**src/rtl/vga_timing_pkg.sv**
```systemverilog
// vga_timing_pkg: 640x480@60 raster constants, colour and sync-bundle types,
// and the colour-bar lookup used by the optional test pattern
// (VGA_TEST_PATTERN_EN).
package vga_timing_pkg;

  // Horizontal timing in pixels, vertical timing in lines.
  localparam int VGA_H_ACTIVE = 640;
  localparam int VGA_H_FP     = 16;
  localparam int VGA_H_SYNC   = 96;
  localparam int VGA_H_BP     = 48;
  localparam int VGA_V_ACTIVE = 480;
  localparam int VGA_V_FP     = 10;
  localparam int VGA_V_SYNC   = 2;
  localparam int VGA_V_BP     = 33;

  // Derived frame geometry; sync windows are [START, END).
  localparam int VGA_H_TOTAL      = VGA_H_ACTIVE + VGA_H_FP + VGA_H_SYNC + VGA_H_BP;
  localparam int VGA_V_TOTAL      = VGA_V_ACTIVE + VGA_V_FP + VGA_V_SYNC + VGA_V_BP;
  localparam int VGA_H_SYNC_START = VGA_H_ACTIVE + VGA_H_FP;
  localparam int VGA_H_SYNC_END   = VGA_H_SYNC_START + VGA_H_SYNC;
  localparam int VGA_V_SYNC_START = VGA_V_ACTIVE + VGA_V_FP;
  localparam int VGA_V_SYNC_END   = VGA_V_SYNC_START + VGA_V_SYNC;

  // 12-bit colour {R[11:8], G[7:4], B[3:0]}.
  typedef logic [11:0] colour_t;

  // One slot of the sync delay line. Syncs are active-low.
  typedef struct packed {
    logic hs;
    logic vs;
    logic blank;
  } sync_t;

  // Idle value: syncs inactive, video blanked.
  localparam sync_t SYNC_IDLE = '{hs: 1'b1, vs: 1'b1, blank: 1'b1};

  // Eight vertical colour bars across the active width.
  localparam int unsigned BAR_WIDTH = 80;
  localparam int unsigned BAR_COUNT = 8;
  localparam colour_t BAR_COLOURS [BAR_COUNT] = '{
    12'hFFF, 12'hFF0, 12'h0FF, 12'h0F0, 12'hF0F, 12'hF00, 12'h00F, 12'h000
  };

  // Colour of the bar covering column hpos; columns past the last bar
  // reuse the last colour (they are blanked anyway).
  function automatic colour_t test_bar_colour(input int unsigned hpos);
    int unsigned idx;
    idx = hpos / BAR_WIDTH;
    if (idx > BAR_COUNT - 1) begin
      idx = BAR_COUNT - 1;
    end
    return BAR_COLOURS[idx[2:0]];
  endfunction

endpackage

```
**src/rtl/vga_timing_if.sv**
```systemverilog
// vga_timing_if: raster timing bus between the timing source (master) and
// the renderers/display pins (slave). test_mode exists only when
// VGA_TEST_PATTERN_EN is defined.
interface vga_timing_if #(
  parameter int WIDTH = 10
);

  logic                     pixel_tick;
  logic [WIDTH-1:0]         hor_pix;
  logic [WIDTH-1:0]         ver_pix;
  logic                     video_on;
  logic                     frame_completed;
  logic                     HS;
  logic                     VS;
  vga_timing_pkg::colour_t  vgaRGB;
  vga_timing_pkg::colour_t  rgb_in;
`ifdef VGA_TEST_PATTERN_EN
  logic                     test_mode;
`endif

  modport master (
    output pixel_tick, hor_pix, ver_pix, video_on, frame_completed,
    output HS, VS, vgaRGB,
`ifdef VGA_TEST_PATTERN_EN
    input  test_mode,
`endif
    input  rgb_in
  );

  modport slave (
    input  pixel_tick, hor_pix, ver_pix, video_on, frame_completed,
    input  HS, VS, vgaRGB,
`ifdef VGA_TEST_PATTERN_EN
    output test_mode,
`endif
    output rgb_in
  );

endinterface

```
**src/rtl/pixel_ce_gen.sv**
```systemverilog
// pixel_ce_gen: divides the system clock by CLK_DIV into a registered
// one-clock pixel enable. The first pulse appears CLK_DIV clocks after reset
// release.
module pixel_ce_gen #(
  parameter int CLK_DIV = 4
) (
  input  logic clk,
  input  logic rst_n,
  output logic pixel_tick_o
);

  localparam int CNT_W = (CLK_DIV > 1) ? $clog2(CLK_DIV) : 1;
  localparam logic [CNT_W-1:0] CNT_LAST = CNT_W'(CLK_DIV - 1);

  logic [CNT_W-1:0] cnt_q;
  logic [CNT_W-1:0] cnt_d;
  logic             tick_q;
  logic             tick_d;

  // Next count and tick: the tick is raised in the same clock the count wraps.
  always_comb begin
    cnt_d  = cnt_q + 1'b1;
    tick_d = 1'b0;
    if (cnt_q == CNT_LAST) begin
      cnt_d  = '0;
      tick_d = 1'b1;
    end
  end

  // Divider count and registered tick.
  always_ff @(posedge clk or negedge rst_n) begin
    if (!rst_n) begin
      cnt_q  <= '0;
      tick_q <= 1'b0;
    end else begin
      cnt_q  <= cnt_d;
      tick_q <= tick_d;
    end
  end

  assign pixel_tick_o = tick_q;

endmodule

```
**src/rtl/vga_timing_gen.sv**
```systemverilog
// vga_timing_gen: 640x480@60 raster timing source. Produces the pixel enable,
// hor/ver counters, video_on and a per-frame strobe, then delays sync and
// blanking by SYNC_DELAY pixel ticks (0..7) so they line up with the
// renderer's pipelined colour. Optional test bars under VGA_TEST_PATTERN_EN.
module vga_timing_gen
  import vga_timing_pkg::*;
#(
  parameter int WIDTH      = 10,
  parameter int CLK_DIV    = 4,
  parameter int H_ACTIVE   = VGA_H_ACTIVE,
  parameter int H_FP       = VGA_H_FP,
  parameter int H_SYNC     = VGA_H_SYNC,
  parameter int H_BP       = VGA_H_BP,
  parameter int V_ACTIVE   = VGA_V_ACTIVE,
  parameter int V_FP       = VGA_V_FP,
  parameter int V_SYNC     = VGA_V_SYNC,
  parameter int V_BP       = VGA_V_BP,
  parameter int SYNC_DELAY = 2
) (
  input  logic         clk,
  input  logic         rst_n,
  vga_timing_if.master vga
);

  localparam int H_TOTAL      = H_ACTIVE + H_FP + H_SYNC + H_BP;
  localparam int V_TOTAL      = V_ACTIVE + V_FP + V_SYNC + V_BP;
  localparam int H_SYNC_START = H_ACTIVE + H_FP;
  localparam int V_SYNC_START = V_ACTIVE + V_FP;

  // Counter-width constants; all comparisons are unsigned WIDTH-bit.
  localparam logic [WIDTH-1:0] H_LAST    = WIDTH'(H_TOTAL - 1);
  localparam logic [WIDTH-1:0] V_LAST    = WIDTH'(V_TOTAL - 1);
  localparam logic [WIDTH-1:0] H_ACT_END = WIDTH'(H_ACTIVE);
  localparam logic [WIDTH-1:0] V_ACT_END = WIDTH'(V_ACTIVE);
  localparam logic [WIDTH-1:0] V_ACT_LST = WIDTH'(V_ACTIVE - 1);
  localparam logic [WIDTH-1:0] HS_START  = WIDTH'(H_SYNC_START);
  localparam logic [WIDTH-1:0] HS_END    = WIDTH'(H_SYNC_START + H_SYNC);
  localparam logic [WIDTH-1:0] VS_START  = WIDTH'(V_SYNC_START);
  localparam logic [WIDTH-1:0] VS_END    = WIDTH'(V_SYNC_START + V_SYNC);

  logic             pixel_tick;
  logic [WIDTH-1:0] hor_q, hor_d;
  logic [WIDTH-1:0] ver_q, ver_d;
  logic             video_q, video_d;
  logic             frame_q, frame_d;
  sync_t            raw_d;
  sync_t            dly;
  logic             hs_q, vs_q;
  colour_t          rgb_q, rgb_d;
`ifdef VGA_TEST_PATTERN_EN
  logic [WIDTH-1:0] dly_hpos;
`endif

  pixel_ce_gen #(
    .CLK_DIV (CLK_DIV)
  ) u_pixel_ce (
    .clk          (clk),
    .rst_n        (rst_n),
    .pixel_tick_o (pixel_tick)
  );

  // Next counter position and everything derived from it. Sync/blank are
  // taken from the next position so that SYNC_DELAY = 0 puts HS/VS exactly
  // in step with the counters.
  always_comb begin
    hor_d   = hor_q;
    ver_d   = ver_q;
    frame_d = 1'b0;
    raw_d   = SYNC_IDLE;
    if (pixel_tick) begin
      if (hor_q == H_LAST) begin
        hor_d = '0;
        ver_d = (ver_q == V_LAST) ? '0 : ver_q + 1'b1;
      end else begin
        hor_d = hor_q + 1'b1;
      end
      // Only on a tick, so a held (last col, last active row) never repeats.
      frame_d = (hor_d == H_LAST) && (ver_d == V_ACT_LST);
    end
    video_d     = (hor_d < H_ACT_END) && (ver_d < V_ACT_END);
    raw_d.hs    = !((hor_d >= HS_START) && (hor_d < HS_END));
    raw_d.vs    = !((ver_d >= VS_START) && (ver_d < VS_END));
    raw_d.blank = !video_d;
  end

  // Counter, video_on and frame-strobe registers.
  always_ff @(posedge clk or negedge rst_n) begin
    if (!rst_n) begin
      hor_q   <= '0;
      ver_q   <= '0;
      video_q <= 1'b0;
      frame_q <= 1'b0;
    end else begin
      hor_q   <= hor_d;
      ver_q   <= ver_d;
      frame_q <= frame_d;
      if (pixel_tick) begin
        video_q <= video_d;
      end
    end
  end

  genvar gi;
  generate
    if (SYNC_DELAY == 0) begin : g_no_delay
      assign dly = raw_d;
`ifdef VGA_TEST_PATTERN_EN
      assign dly_hpos = hor_d;
`endif
    end else begin : g_delay
      for (gi = 0; gi < SYNC_DELAY; gi++) begin : g_stage
        sync_t stage_q;
        sync_t stage_d;
`ifdef VGA_TEST_PATTERN_EN
        logic [WIDTH-1:0] hpos_q;
        logic [WIDTH-1:0] hpos_d;
`endif
        if (gi == 0) begin : g_head
          assign stage_d = raw_d;
`ifdef VGA_TEST_PATTERN_EN
          assign hpos_d = hor_d;
`endif
        end else begin : g_link
          assign stage_d = g_stage[gi-1].stage_q;
`ifdef VGA_TEST_PATTERN_EN
          assign hpos_d = g_stage[gi-1].hpos_q;
`endif
        end

        // One pixel of delay; reset fills the line with idle syncs and blank.
        always_ff @(posedge clk or negedge rst_n) begin
          if (!rst_n) begin
            stage_q <= SYNC_IDLE;
`ifdef VGA_TEST_PATTERN_EN
            hpos_q  <= '0;
`endif
          end else if (pixel_tick) begin
            stage_q <= stage_d;
`ifdef VGA_TEST_PATTERN_EN
            hpos_q  <= hpos_d;
`endif
          end
        end
      end
      assign dly = g_stage[SYNC_DELAY-1].stage_q;
`ifdef VGA_TEST_PATTERN_EN
      assign dly_hpos = g_stage[SYNC_DELAY-1].hpos_q;
`endif
    end
  endgenerate

  // Colour source selection and blanking against the delayed position.
  always_comb begin
    rgb_d = vga.rgb_in;
`ifdef VGA_TEST_PATTERN_EN
    if (vga.test_mode) begin
      rgb_d = test_bar_colour(32'(dly_hpos));
    end
`endif
    if (dly.blank) begin
      rgb_d = '0;
    end
  end

  // Output flops: every pin comes straight from a register.
  always_ff @(posedge clk or negedge rst_n) begin
    if (!rst_n) begin
      hs_q  <= 1'b1;
      vs_q  <= 1'b1;
      rgb_q <= '0;
    end else if (pixel_tick) begin
      hs_q  <= dly.hs;
      vs_q  <= dly.vs;
      rgb_q <= rgb_d;
    end
  end

  assign vga.pixel_tick      = pixel_tick;
  assign vga.hor_pix         = hor_q;
  assign vga.ver_pix         = ver_q;
  assign vga.video_on        = video_q;
  assign vga.frame_completed = frame_q;
  assign vga.HS              = hs_q;
  assign vga.VS              = vs_q;
  assign vga.vgaRGB          = rgb_q;

endmodule

```
**src/flat_wrapper.sv**
```systemverilog
// flat-port wrapper written by rule: the top's interface ports become plain ports
module vga_timing_gen_flat import vga_timing_pkg::*;
#(
  parameter int WIDTH      = 10,
  parameter int CLK_DIV    = 4,
  parameter int H_ACTIVE   = VGA_H_ACTIVE,
  parameter int H_FP       = VGA_H_FP,
  parameter int H_SYNC     = VGA_H_SYNC,
  parameter int H_BP       = VGA_H_BP,
  parameter int V_ACTIVE   = VGA_V_ACTIVE,
  parameter int V_FP       = VGA_V_FP,
  parameter int V_SYNC     = VGA_V_SYNC,
  parameter int V_BP       = VGA_V_BP,
  parameter int SYNC_DELAY = 2
)
  (clk, rst_n, vga_pixel_tick, vga_hor_pix, vga_ver_pix, vga_video_on, vga_frame_completed, vga_HS, vga_VS, vga_vgaRGB, vga_rgb_in);
  vga_timing_if #(.WIDTH(WIDTH)) vga_i ();
  input  logic clk;
  input  logic rst_n;
  output wire logic [$bits(vga_i.pixel_tick)-1:0] vga_pixel_tick;
  output wire logic [$bits(vga_i.hor_pix)-1:0] vga_hor_pix;
  output wire logic [$bits(vga_i.ver_pix)-1:0] vga_ver_pix;
  output wire logic [$bits(vga_i.video_on)-1:0] vga_video_on;
  output wire logic [$bits(vga_i.frame_completed)-1:0] vga_frame_completed;
  output wire logic [$bits(vga_i.HS)-1:0] vga_HS;
  output wire logic [$bits(vga_i.VS)-1:0] vga_VS;
  output wire logic [$bits(vga_i.vgaRGB)-1:0] vga_vgaRGB;
  input wire logic [$bits(vga_i.rgb_in)-1:0] vga_rgb_in;
  assign vga_pixel_tick = vga_i.pixel_tick;
  assign vga_hor_pix = vga_i.hor_pix;
  assign vga_ver_pix = vga_i.ver_pix;
  assign vga_video_on = vga_i.video_on;
  assign vga_frame_completed = vga_i.frame_completed;
  assign vga_HS = vga_i.HS;
  assign vga_VS = vga_i.VS;
  assign vga_vgaRGB = vga_i.vgaRGB;
  assign vga_i.rgb_in = vga_rgb_in;
  vga_timing_gen #(.WIDTH(WIDTH), .CLK_DIV(CLK_DIV), .H_ACTIVE(H_ACTIVE), .H_FP(H_FP), .H_SYNC(H_SYNC), .H_BP(H_BP), .V_ACTIVE(V_ACTIVE), .V_FP(V_FP), .V_SYNC(V_SYNC), .V_BP(V_BP), .SYNC_DELAY(SYNC_DELAY)) u_core (.clk(clk), .rst_n(rst_n), .vga(vga_i));
endmodule
```
**config.mk**
```make
export PLATFORM = sky130hd
export DESIGN_NAME = vga_timing_gen_flat
export DESIGN_NICKNAME = d
export VERILOG_FILES = /design/src/rtl/vga_timing_pkg.sv /design/src/rtl/vga_timing_if.sv /design/src/rtl/pixel_ce_gen.sv /design/src/rtl/vga_timing_gen.sv /design/src/flat_wrapper.sv
export SDC_FILE = /design/constraint.sdc
export NUM_CORES = 1
export LEC_CHECK = 0
export ABC_CLOCK_PERIOD_IN_PS = 2029
export CAP_MARGIN = 20
export CORE_ASPECT_RATIO = 0.9
export CORE_UTILIZATION = 45
export CTS_BUF_LIST = sky130_fd_sc_hd__clkbuf_2
export CTS_CLUSTER_DIAMETER = 40
export DETAILED_ROUTE_END_ITERATION = 8
export PLACE_DENSITY_LB_ADDON = 0.2
export SYNTH_ARGS = -nofsm -noshare
export SYNTH_HDL_FRONTEND = slang
export SYNTH_SLANG_ARGS = --single-unit
export TNS_END_PERCENT = 10
```
**constraint.sdc**
```tcl
create_clock -name clk -period 2.03 [get_ports clk]
set_input_delay 0.3045 -clock clk [delete_from_list [all_inputs] [get_ports clk]]
set_output_delay 0.3045 -clock clk [all_outputs]
set_load 0.01 [all_outputs]
```
==> results.toml <==
[run_status]
run_status = "finished clean"

[synthesis]
postSynthCellCount = 274
synth_nets = 292
yosys_warnings = 0
synth_area_um2 = 2509
syn_avg_cell_area_um2 = 9.156
postSynthRegisterBits = 45
number_of_enable_type_register_cells_in_the_synthesized_netlist = 0
synth_simple_gate_area_share_pct = 24.39
synth_compound_gate_area_share_pct = 14.86
post_synth_mux_area_share_pct = 4.389
top_cells_by_area_synth = "dfrtp_1 37%, dfstp_2 8.4%, nand2_1 5.5%, o21ai_0 5.2%, mux2_2 3.6%"
synth_fa_ha_area_share_pct = 1.995
synth_common_cells = "37 x dfrtp_1, 37 x nand2_1, 26 x o21ai_0"
combinational_family_with_the_most_area_after_synthesis = "simple AND/OR/NAND/NOR gates"
primary_ff_master_synth = "dfrtp_1"
ys_seq_area_share_pct = 45.29
synth_xor_xnor_area_share_pct = 2.444
yosysTopAreaCellShare_pct = 36.91
synth-async-reset-ratio_pct = 100.0
yosysTopAreaCell = "dfrtp_1"
netlist-cell-type-count = 50

[worst_setup_path]
worstSetupEndpointType = "flip-flop"
crit_buf_inv = 0
worst-endpoint-required_ps = 2430
timing.critical_path.max_delay_family = "simple AND/OR/NAND/NOR gates"
crit_chain = "or3_4 > nor4_4 > mux2i_2 > nand3_1 > o32a_1"
critical-path-max-stage-delay_ps = 500
critical-path-slowest-cell = "dfrtp_2"
timing.critical_path.arrival_ps = 2380
worst-setup-path-type = "reg -> reg"
launching_element_type_of_the_critical_path = "flip-flop"
maximum_fanout_along_the_worst_path = 6

[global_routing]
grt-ovfl-total = 0
first_global_vias = 2138
track_usage_pct = 22.45
first_pass_grt_wire_length_mm = 10.09
antenna_violations_before_repair = 0
grt_max_degree = 29

[drt]
vias_per_cell = 5.402
drt.antenna.violating_nets = 0
totalWireLength_mm = 6.237
number_of_vias_after_detailed_routing = 2269
dr.pass1.iters = 4
avgRoutedWirePerCell_um = 14.85
route.detailed.drc = 0
drt_first_iter_violations = 126

[timing]
max_slew_margin_pct = 74.50
finalHoldViolCount = 0
skew_ps = 29.69
final_min_period_over_clock_period_pct = 97.69
grt_setup_unrepaired = "true"
finalMaxSlewViolations = 0
timing.setup.tns_ps = 0
max_freq_mhz = 504.3
finalSetupViolCount = 0
final_period_minus_worst_setup_slack_ps = 1983
max_slew.worst_pin.slew_ps = 372.8

[placed_design]
numPortBuffers = 50
gp_congestion = 0.8922
hpwlAfterDp_mm = 4.494
dpl-instance-area_um2 = 3283
numPlacedInstances = 408

[flow_run]
cap_viol_max_count = 0

[cells_and_area]
instances_no_fill = 420
finalCoreUtilization_pct = 64.78
num_antenna_cells = 0
syn2layout_area_growth_pct = 37.31
drive_above_1_share_pct = 24.65
design.final.nets = 370
post-route-cell-area_um2 = 3445
multi_input_comb_area_um2 = 1275
area.sequential_um2 = 1141
fillCellCount = 457

[pwr]
power.share.switching_pct = 23.65
comb_power_share_pct = 5.6
leakage_nw = 1.400
power.density_nw_per_um2 = 444.8
peakVddDrop_mv = 0.3799
clkPwrFrac_pct = 34.5
seq_power_share_pct = 59.9
internal_power_mw = 1.170
power_switching_uw = 362.3

[die]
num_io_pins = 51
die_h_um = 72.84
die_area_um2 = 5878
fp.coreArea_um2 = 5318
die-width_um = 80.71
initial_core_util_pct = 47.18
placementRows = 25

[clocking]
clock_sink_count = 45
clock_tree.root_cell = "clkbuf_2"
tritoncts.num_buffers = 5
clock_insertion_delay_worst_skew_ps = 440
h-tree-depth = 2
cts_tree = "yes"
clock_path_buffers = 2
clk_pin_slew_worst_paths_ps = 260

[hold_path]
hold_path_class = "in -> async"
[per-stage QoR]
step	hold slack (ps)	setup WS (ps)	total power, mW
6_report	266.6	46.93	1.532
5_1_grt	300.1	-84.45	1.590
4_1_cts	278.6	32.36	1.547
3_5_place_dp	258.3	-59.05	1.018
3_3_place_gp	255.3	25.97	1.017
2_1_floorplan	8.909	16.71	0.9460
[metal layers]
layer,wire length [um],track usage [%]
met1,3020,31.57
met2,2829,34.18
met3,281,4.875
met4,106,7.937
met5,0,0
[path summary, 6_finish.rpt]
| kind | start | endpoint | slack [ps] | cells after the start |
|---|---|---|---|---|
| worst max register to register | u_core.vga.hor_pix[5]$_DFF_PN0_ | u_core.g_delay.g_stage[0].stage_q[1]$_DFFE_PN1P_ | 50 | 5 |
| worst min register to register | u_core.u_pixel_ce.cnt_q[0]$_DFF_PN0_ | u_core.u_pixel_ce.cnt_q[0]$_DFF_PN0_ | 470 | 1 |
| max in group asynchronous | rst_n | u_core.vga.HS$_DFFE_PN1P_ | 1100 | 3 |
| worst min-delay path | rst_n | u_core.vga.ver_pix[1]$_DFF_PN0_ | 270 | 2 |
| worst max-delay path | u_core.vga.hor_pix[5]$_DFF_PN0_ | u_core.g_delay.g_stage[0].stage_q[1]$_DFFE_PN1P_ | 50 | 5 |
| min in group clk | vga_rgb_in[9] | u_core.vga.vgaRGB[9]$_DFFE_PN0P_ | 390 | 3 |
[cell type report]
class / count / area share (%)
timing repair buffer: 89 / 23.28
clock inverter: 3 / 1.344
tap: 67 / 2.434
multi-input combinational: 192 / 37.01
inverter: 19 / 2.070
clock buffer: 5 / 0.7265
sequential: 45 / 33.13
[timing repair]
item / 4_1_cts / 5_1_grt
buffers inserted: 2 / 1
pin swaps: 3 / 1
gates resized for setup: 7 / 10
hold buffers: 1 / 0
gates cloned: 0 / 0
endpoints found under the setup margin: 2 / 5
endpoints found under the hold margin: 14 / 0
[layout by cell type (no fill, tap or decap), types with 7 or more instances in the layout]
master	n
nor2_1	18
inv_1	19
nand3_1	17
nand2_1	37
clkdlybuf4s50_1	48
dfstp_2	8
o21ai_0	24
a21oi_1	10
nand4_1	7
mux2_2	8
dfrtp_1	33
buf_4	37
[power by group through the flow]
stage	registers [mW]	logic [mW]	clock network, mW
2_1_floorplan	0.938	0.00799	0
3_3_place_gp	0.931	0.0853	0
3_5_place_dp	0.932	0.0864	0
4_1_cts	0.918	0.0881	0.542
5_1_grt	0.920	0.0949	0.575
6_report	0.917	0.0857	0.529
[state kept, by name, summed over array words and instances (netlist names)]
| register | cells |
|---|---|
| u_core.dly | 3 |
| u_core.g_delay.g_stage.stage_q | 3 |
| u_core.u_pixel_ce.cnt_q | 2 |
| u_core.u_pixel_ce.pixel_tick_o | 1 |
| u_core.vga.HS | 1 |
| u_core.vga.VS | 1 |
| u_core.vga.frame_completed | 1 |
| u_core.vga.hor_pix | 10 |
| u_core.vga.ver_pix | 10 |
| u_core.vga.vgaRGB | 12 |
| u_core.vga.video_on | 1 |
[logic make-up after synthesis]
group | count (synthesis)
buffers and inverters | 37
adders and majority gates | 4
xor gates and xnor gates | 7
AOI/OAI and AO/OA | 59
DFF | 45
and+or+nand+nor | 112
muxes | 10
(Power assumes the default switching activity.)
